$ cat config.mk
export PLATFORM = sky130hd
export DESIGN_NAME = mem_access_ctrl_flat
export DESIGN_NICKNAME = d
export VERILOG_FILES = /design/src/rtl/mem_access_ctrl_pkg.sv /design/src/rtl/mem_access_ctrl_if.sv /design/src/rtl/mem_access_ctrl_lane_merge.sv /design/src/rtl/mem_access_ctrl.sv /design/src/flat_wrapper.sv
export SDC_FILE = /design/constraint.sdc
export NUM_CORES = 1
export LEC_CHECK = 0
export BUFFER_PORTS_ARGS = -buffer_cell sky130_fd_sc_hd__buf_4
export CAP_MARGIN = 20
export CORE_AREA = 8 8 100 102
export CTS_CLUSTER_DIAMETER = 200
export DETAILED_ROUTE_END_ITERATION = 12
export DIE_AREA = 0 0 108 110
export HOLD_SLACK_MARGIN = 0.15
export PLACE_DENSITY = 0.85
export SYNTH_ARGS = -nofsm -noshare
export SYNTH_HDL_FRONTEND = slang
export SYNTH_SLANG_ARGS = --single-unit
export TNS_END_PERCENT = 10
$ cat constraint.sdc
create_clock -name clk -period 3 [get_ports clk]
set_clock_uncertainty 0.1 [all_clocks]
set_input_delay 0 -clock clk [delete_from_list [all_inputs] [get_ports clk]]
set_output_delay 0 -clock clk [all_outputs]
set_load 0.005 [all_outputs]
$ cat src/rtl/mem_access_ctrl_pkg.sv
// mem_access_ctrl_pkg: memory op codes, FSM states and alignment helpers shared by the MEM-stage controller
package mem_access_ctrl_pkg;

    typedef enum logic [2:0] {
        MEM_OP_LW  = 3'd0,
        MEM_OP_LH  = 3'd1,
        MEM_OP_LHU = 3'd2,
        MEM_OP_LB  = 3'd3,
        MEM_OP_LBU = 3'd4,
        MEM_OP_SW  = 3'd5,
        MEM_OP_SH  = 3'd6,
        MEM_OP_SB  = 3'd7
    } mem_op_e;

    typedef enum logic {
        ST_IDLE   = 1'b0,
        ST_RMW_WR = 1'b1
    } state_e;

    function automatic logic is_load(mem_op_e op);
        return op <= MEM_OP_LBU;
    endfunction

    // Words need addr[1:0]==0, halfwords need addr[0]==0, bytes are always aligned.
    function automatic logic is_misaligned(mem_op_e op, logic [1:0] lo);
        return (op == MEM_OP_LW || op == MEM_OP_SW) ? (lo != 2'b00) :
               (op == MEM_OP_LH || op == MEM_OP_LHU || op == MEM_OP_SH) ? lo[0] : 1'b0;
    endfunction

endpackage

$ cat src/rtl/mem_access_ctrl_if.sv
// mem_access_ctrl_if: pipeline request/result and data-memory bus of the MEM-stage access controller
//   req_valid/req_op/req_addr/req_wdata/ovf : EX/MEM request (master -> controller)
//   stall/ld_valid/ld_data/misalign        : controller -> pipeline
//   dm_addr/dm_din/dm_we                    : controller -> data memory
//   dm_dout                                 : data memory -> controller (combinational read)
interface mem_access_ctrl_if
    import mem_access_ctrl_pkg::*;
#(
    parameter int ADDR_W = 10
);
    logic              req_valid;
    mem_op_e           req_op;
    logic [31:0]       req_addr;
    logic [31:0]       req_wdata;
    logic              ovf;
    logic [31:0]       dm_dout;
    logic [ADDR_W-1:0] dm_addr;
    logic [31:0]       dm_din;
    logic              dm_we;
    logic              stall;
    logic              ld_valid;
    logic [31:0]       ld_data;
    logic              misalign;

    modport master (
        output req_valid, req_op, req_addr, req_wdata, ovf, dm_dout,
        input  dm_addr, dm_din, dm_we, stall, ld_valid, ld_data, misalign
    );

    modport slave (
        input  req_valid, req_op, req_addr, req_wdata, ovf, dm_dout,
        output dm_addr, dm_din, dm_we, stall, ld_valid, ld_data, misalign
    );
endinterface

$ cat src/rtl/mem_access_ctrl_lane_merge.sv
// mem_access_ctrl_lane_merge: combinational little-endian lane insert (SH/SB) and load extract/extend
//   word   : current memory word
//   wdata  : store data (SH uses [15:0], SB uses [7:0])
//   lane   : addr[1:0]
//   op     : memory op
//   merged : word with the store lane replaced
//   ld_val : selected and sign/zero-extended load value
module mem_access_ctrl_lane_merge
    import mem_access_ctrl_pkg::*;
(
    input  logic [31:0] word,
    input  logic [31:0] wdata,
    input  logic [1:0]  lane,
    input  mem_op_e     op,
    output logic [31:0] merged,
    output logic [31:0] ld_val
);
    logic [7:0]  b;
    logic [15:0] h;

    always_comb begin
        b      = word[{lane, 3'b000} +: 8];
        h      = lane[1] ? word[31:16] : word[15:0];
        merged = word;
        if (op == MEM_OP_SH)
            merged[{lane[1], 4'b0000} +: 16] = wdata[15:0];
        else if (op == MEM_OP_SB)
            merged[{lane, 3'b000} +: 8] = wdata[7:0];
        ld_val = (op == MEM_OP_LH)  ? {{16{h[15]}}, h} :
                 (op == MEM_OP_LHU) ? {16'h0000, h} :
                 (op == MEM_OP_LB)  ? {{24{b[7]}}, b} :
                 (op == MEM_OP_LBU) ? {24'h000000, b} : word;
    end
endmodule

$ cat src/rtl/mem_access_ctrl.sv
// mem_access_ctrl: MEM-stage controller turning byte-addressed loads/stores into word accesses of dm
//   clk, rst : clock (rising edge) and asynchronous active-high reset
//   bus      : mem_access_ctrl_if slave (request, stall, load result, misalign flag, dm port)
//   SW writes in the same cycle; SH/SB read-modify-write over 2 cycles with one stall bubble.
module mem_access_ctrl
    import mem_access_ctrl_pkg::*;
#(
    parameter int ADDR_W = 10
) (
    input logic clk,
    input logic rst,
    mem_access_ctrl_if.slave bus
);
    state_e      state;
    logic [31:0] merge_q;
    logic [31:0] merged;
    logic [31:0] ld_val;
    logic [31:0] ld_data;
    logic        ld_valid;
    logic        misalign;
    logic        mis;
    logic        load_ok;
    logic        store_ok;
    logic        sw_ok;
    logic        rmw_ok;
    logic        unused_addr;

    mem_access_ctrl_lane_merge u_merge (
        .word   (bus.dm_dout),
        .wdata  (bus.req_wdata),
        .lane   (bus.req_addr[1:0]),
        .op     (bus.req_op),
        .merged (merged),
        .ld_val (ld_val)
    );

    // Upper address bits are dropped so the word index wraps modulo the memory depth.
    assign unused_addr = &{1'b0, bus.req_addr[31:ADDR_W+2]};

    assign mis      = bus.req_valid && is_misaligned(bus.req_op, bus.req_addr[1:0]);
    assign load_ok  = bus.req_valid && !mis && is_load(bus.req_op);
    assign store_ok = bus.req_valid && !mis && !bus.ovf && !is_load(bus.req_op);
    assign sw_ok    = store_ok && bus.req_op == MEM_OP_SW;
    assign rmw_ok   = store_ok && bus.req_op != MEM_OP_SW;

    // The request is held by the stall, so the RMW write reuses the same address.
    assign bus.dm_addr  = bus.req_addr[ADDR_W+1:2];
    assign bus.dm_din   = (state == ST_RMW_WR) ? merge_q : bus.req_wdata;
    assign bus.dm_we    = !rst && ((state == ST_RMW_WR) ? 1'b1 : sw_ok);
    assign bus.stall    = !rst && state == ST_IDLE && rmw_ok;
    assign bus.ld_valid = ld_valid;
    assign bus.ld_data  = ld_data;
    assign bus.misalign = misalign;

    always_ff @(posedge clk or posedge rst) begin
        if (rst) begin
            state    <= ST_IDLE;
            merge_q  <= '0;
            ld_valid <= 1'b0;
            ld_data  <= '0;
            misalign <= 1'b0;
        end else if (state == ST_RMW_WR) begin
            state    <= ST_IDLE;
            ld_valid <= 1'b0;
            misalign <= 1'b0;
        end else begin
            ld_valid <= load_ok;
            misalign <= mis;
            if (load_ok)
                ld_data <= ld_val;
            if (rmw_ok) begin
                merge_q <= merged;
                state   <= ST_RMW_WR;
            end
        end
    end
endmodule
$ cat src/flat_wrapper.sv
// flat-port wrapper written by rule: the top's interface ports become plain ports
module mem_access_ctrl_flat import mem_access_ctrl_pkg::*;
#(
    parameter int ADDR_W = 10
)
  (clk, rst, bus_req_valid, bus_req_op, bus_req_addr, bus_req_wdata, bus_ovf, bus_dm_dout, bus_dm_addr, bus_dm_din, bus_dm_we, bus_stall, bus_ld_valid, bus_ld_data, bus_misalign);
  mem_access_ctrl_if #(.ADDR_W(ADDR_W)) bus_i ();
  input logic clk;
  input logic rst;
  input wire logic [$bits(bus_i.req_valid)-1:0] bus_req_valid;
  input wire logic [$bits(bus_i.req_op)-1:0] bus_req_op;
  input wire logic [$bits(bus_i.req_addr)-1:0] bus_req_addr;
  input wire logic [$bits(bus_i.req_wdata)-1:0] bus_req_wdata;
  input wire logic [$bits(bus_i.ovf)-1:0] bus_ovf;
  input wire logic [$bits(bus_i.dm_dout)-1:0] bus_dm_dout;
  output wire logic [$bits(bus_i.dm_addr)-1:0] bus_dm_addr;
  output wire logic [$bits(bus_i.dm_din)-1:0] bus_dm_din;
  output wire logic [$bits(bus_i.dm_we)-1:0] bus_dm_we;
  output wire logic [$bits(bus_i.stall)-1:0] bus_stall;
  output wire logic [$bits(bus_i.ld_valid)-1:0] bus_ld_valid;
  output wire logic [$bits(bus_i.ld_data)-1:0] bus_ld_data;
  output wire logic [$bits(bus_i.misalign)-1:0] bus_misalign;
  assign bus_i.req_valid = bus_req_valid;
  assign bus_i.req_op = bus_req_op;
  assign bus_i.req_addr = bus_req_addr;
  assign bus_i.req_wdata = bus_req_wdata;
  assign bus_i.ovf = bus_ovf;
  assign bus_i.dm_dout = bus_dm_dout;
  assign bus_dm_addr = bus_i.dm_addr;
  assign bus_dm_din = bus_i.dm_din;
  assign bus_dm_we = bus_i.dm_we;
  assign bus_stall = bus_i.stall;
  assign bus_ld_valid = bus_i.ld_valid;
  assign bus_ld_data = bus_i.ld_data;
  assign bus_misalign = bus_i.misalign;
  mem_access_ctrl #(.ADDR_W(ADDR_W)) u_core (.clk(clk), .rst(rst), .bus(bus_i));
endmodule
==> metrics.txt <==
WP data required=3.19 ns; post-synthesis net count=558; crit-path cells=dlygate4sd3_1 -> buf_4 -> or3b_2 -> o21ai_0 -> nand2_2 -> a2bb2oi_1 -> dlygate4sd3_1 -> a31oi_1 -> dlygate4sd3_1; flops & latches, synth=67; Placeable Area=8470 µm²; leading area contributor after synthesis=dfrtp_1; Port Buffers=140; io pins=181; Routability Congestion=0.922; largest net degree at the start of global routing=42; DR WL/cell=20.4 µm; Leak=2.90 nW; antenna-violating nets left=0; Synth area leaders=dfrtp_1 39%, mux2_2 9.4%, mux2_1 7.3%, nor2_1 5.1%, a21oi_1 5.1%; Warnings, synthesis=0; fmax=344 MHz; average cell area after synthesis=9.60 µm²; row count=34; final worst-path cycle share=96.8%; cell repeated most along the worst path=dlygate4sd3_1; Cell variety after synth=51; max_slew headroom=51.7%; number of DRC markers in iteration 0=455; DRC=0; 1st-pass router iterations=5; Synth Instances=450; Yosys top cell area share=38.8%; first-pass GRT wire length=24.5 mm; Final Critical Period=2.90 ns; GRT Total Usage=26.4%; ratio of cells with drive above 1 in the final layout=32.9%; CTS Buf Count=9; CP arrival=3.10 ns; Crit path max-delay family=buffers and inverters; clock latency on the worst-skew pair=0.36 ns; CTS tree=yes; largest family of logic cells by synthesized area=multiplexers; area occupied by multi-input gates=2380 µm²; WS Path Type=primary input to flop; CTS Sinks=67; WP buf/inv=4; met3 Use GR=7.56%; peak supply drop=0.322 mV; Syn-to-layout area delta=47.8%; crit start category=primary input; max cap viols=0; fin. max-slew vios=0; Layout Utilization=75.4%; area of the die=11900 µm²; status=finished clean; unrepaired setup endpoints after global routing=yes; total global routing overflow=0; grt met1 use=29.3%; Final Hold Slack=0.196 ns; power per cell area=494 nW/µm²; synth cell count leaders=67 x dfrtp_1, 59 x nor2_1, 44 x a21oi_1; clock root cell=clkbuf_8; async set-or-reset flop fraction in the synthesized netlist=100%; Synth Area in XOR/XNOR=0.203%; simple-gate share of the synthesized area=15.7%; CP max stage delay=0.59 ns; Max Root-Sink Buffers=2; worst min-delay path category=primary input to primary output; CP endpoint kind=flop; Tightest Pin Transition=0.724 ns; Post-CTS Setup Bufs=0; Mapped Area=4320 µm²; Die Height=110 µm; M2 GR Usage=44.2%; CP Max Fanout=26; Fill cells=546; most crowded layer after global routing=met2; Final nets=762; Post-synth top flop=dfrtp_1; Setup Viol. Count Final=0; routed vias/inst=5.98; adder-cell share of the synthesized area=1.45%; Synth Area in Compound Gates=15.7%; FF+latch area=1680 µm²; Critical Path Slowest Stage Cell=dlygate4sd3_1; Initial Util=51.0%; Seq/Total Area, Yosys=38.8%; Fin. Hold Viols=0; Die Width=108 µm; routed wire length=15.7 mm; Tot Pwr=3.15 mW; Post-synth EDFFs=0; vias in the first global route=4779; initial antenna violation count=0; DP HPWL=10.6 mm; Reg clk slew, reported paths=0.08 ns; mux contribution to synthesized area=21.9%; H-tree Lvls=3; n_diodes=0; via count=4585; top-count cell post-synth=dfrtp_1
routing by layer:
layer	part of all wire (%)	vias up
met2	50	335
li1	-	2027
met5	0	-
met4	5.0	0
met3	10	75
met1	35	2148
cells in the final DEF (no fill, tap or decap), types with 2 or more instances in the layout:
cell and count:
or2_2 4, buf_4 149, a21oi_1 44, nor2b_1 2, and2_1 2, o21ai_0 6
nor4bb_1 2, mux2i_1 18, a21o_1 2, nand2_2 2, inv_6 2, ha_1 5
nand2_1 30, a22o_1 17, dlygate4sd3_1 80, nor2_1 59, a2bb2oi_1 5, o21bai_1 2
o22ai_1 2, inv_2 2, nand4_1 3, nor3_1 17, inv_1 10, a31oi_1 6
clkbuf_8 9, clkinvlp_4 3, o221ai_1 8, nand3b_1 2, mux4_2 2, nor3b_1 2
bufinv_16 2, mux2_1 28, nand2b_1 3, dfrtp_1 67, mux2_2 36, nand3_1 9
worst min-delay path, stage by stage:
cell and delay, ns:
buf_4 0.07, mux2_2 0.13, buf_4 0.10
registers in the layout, indices dropped and copies added (netlist names):
signal               flops
u_core.bus.misalign      1
u_core.bus.ld_valid      1
u_core.state             1
u_core.bus.ld_data      32
u_core.merge_q          32
cell families (layout without fill, tap and decap cells):
family | count (synthesis) | after routing
DFF | 67 | 67
buffers and inverters | 48 | 257
AOI/OAI and AO/OA | 102 | 102
adders and majority gates | 5 | 5
muxes | 84 | 84
and+or+nand+nor | 143 | 143
xor gates and xnor gates | 1 | 1
stage by stage:
step	setup TNS (ns)	worst slack (ns)	instances	cell area, µm²
6_report	0	0.0962	767	6380
5_1_grt	-0.0122	-0.0122	767	6380
4_1_cts	0	0.0438	767	6380
3_5_place_dp	0	0.484	671	5350
3_3_place_gp	0	0.606	671	5350
2_1_floorplan	0	0.875	450	4320
what timing repair did:
action	CTS	global route
hold endpoints to repair	142	1
hold buffers	80	1
setup endpoints to repair	0	5
gates resized for setup	0	3
final timing paths:
check / startpoint / endpoint / slack [ns] / cells after the start
setup / recovery: bus_req_op[0] / u_core.bus.ld_data[1] / 0.1 / 9
hold / removal: bus_req_wdata[16] / bus_dm_din[16] / 0.20 / 3
setup reg to reg: u_core.state / u_core.bus.ld_data[3] / 0.59 / 7
hold reg to reg: u_core.merge_q[7] / u_core.merge_q[7] / 0.39 / 1
max in group asynchronous: rst / u_core.bus.ld_data[2] / 1.43 / 5
min in group asynchronous: rst / u_core.bus.ld_data[4] / 0.66 / 4
area by class of cell:
type	count	area share [%]
Timing Repair Buffer	229	30.1
Inverter	12	0.706
Tap cell	108	2.12
Clock buffer	9	1.94
Sequential cell	67	26.3
Multi-Input combinational cell	335	37.3
Clock inverter	7	1.57
report_power, final:
part | internal, mW | switching (mW)
clock | 0.474 | 0.408
combinational | 0.550 | 0.441
sequential | 1.14 | 0.141
total | 2.16 | 0.989
Power figures use the tool's default switching activity.
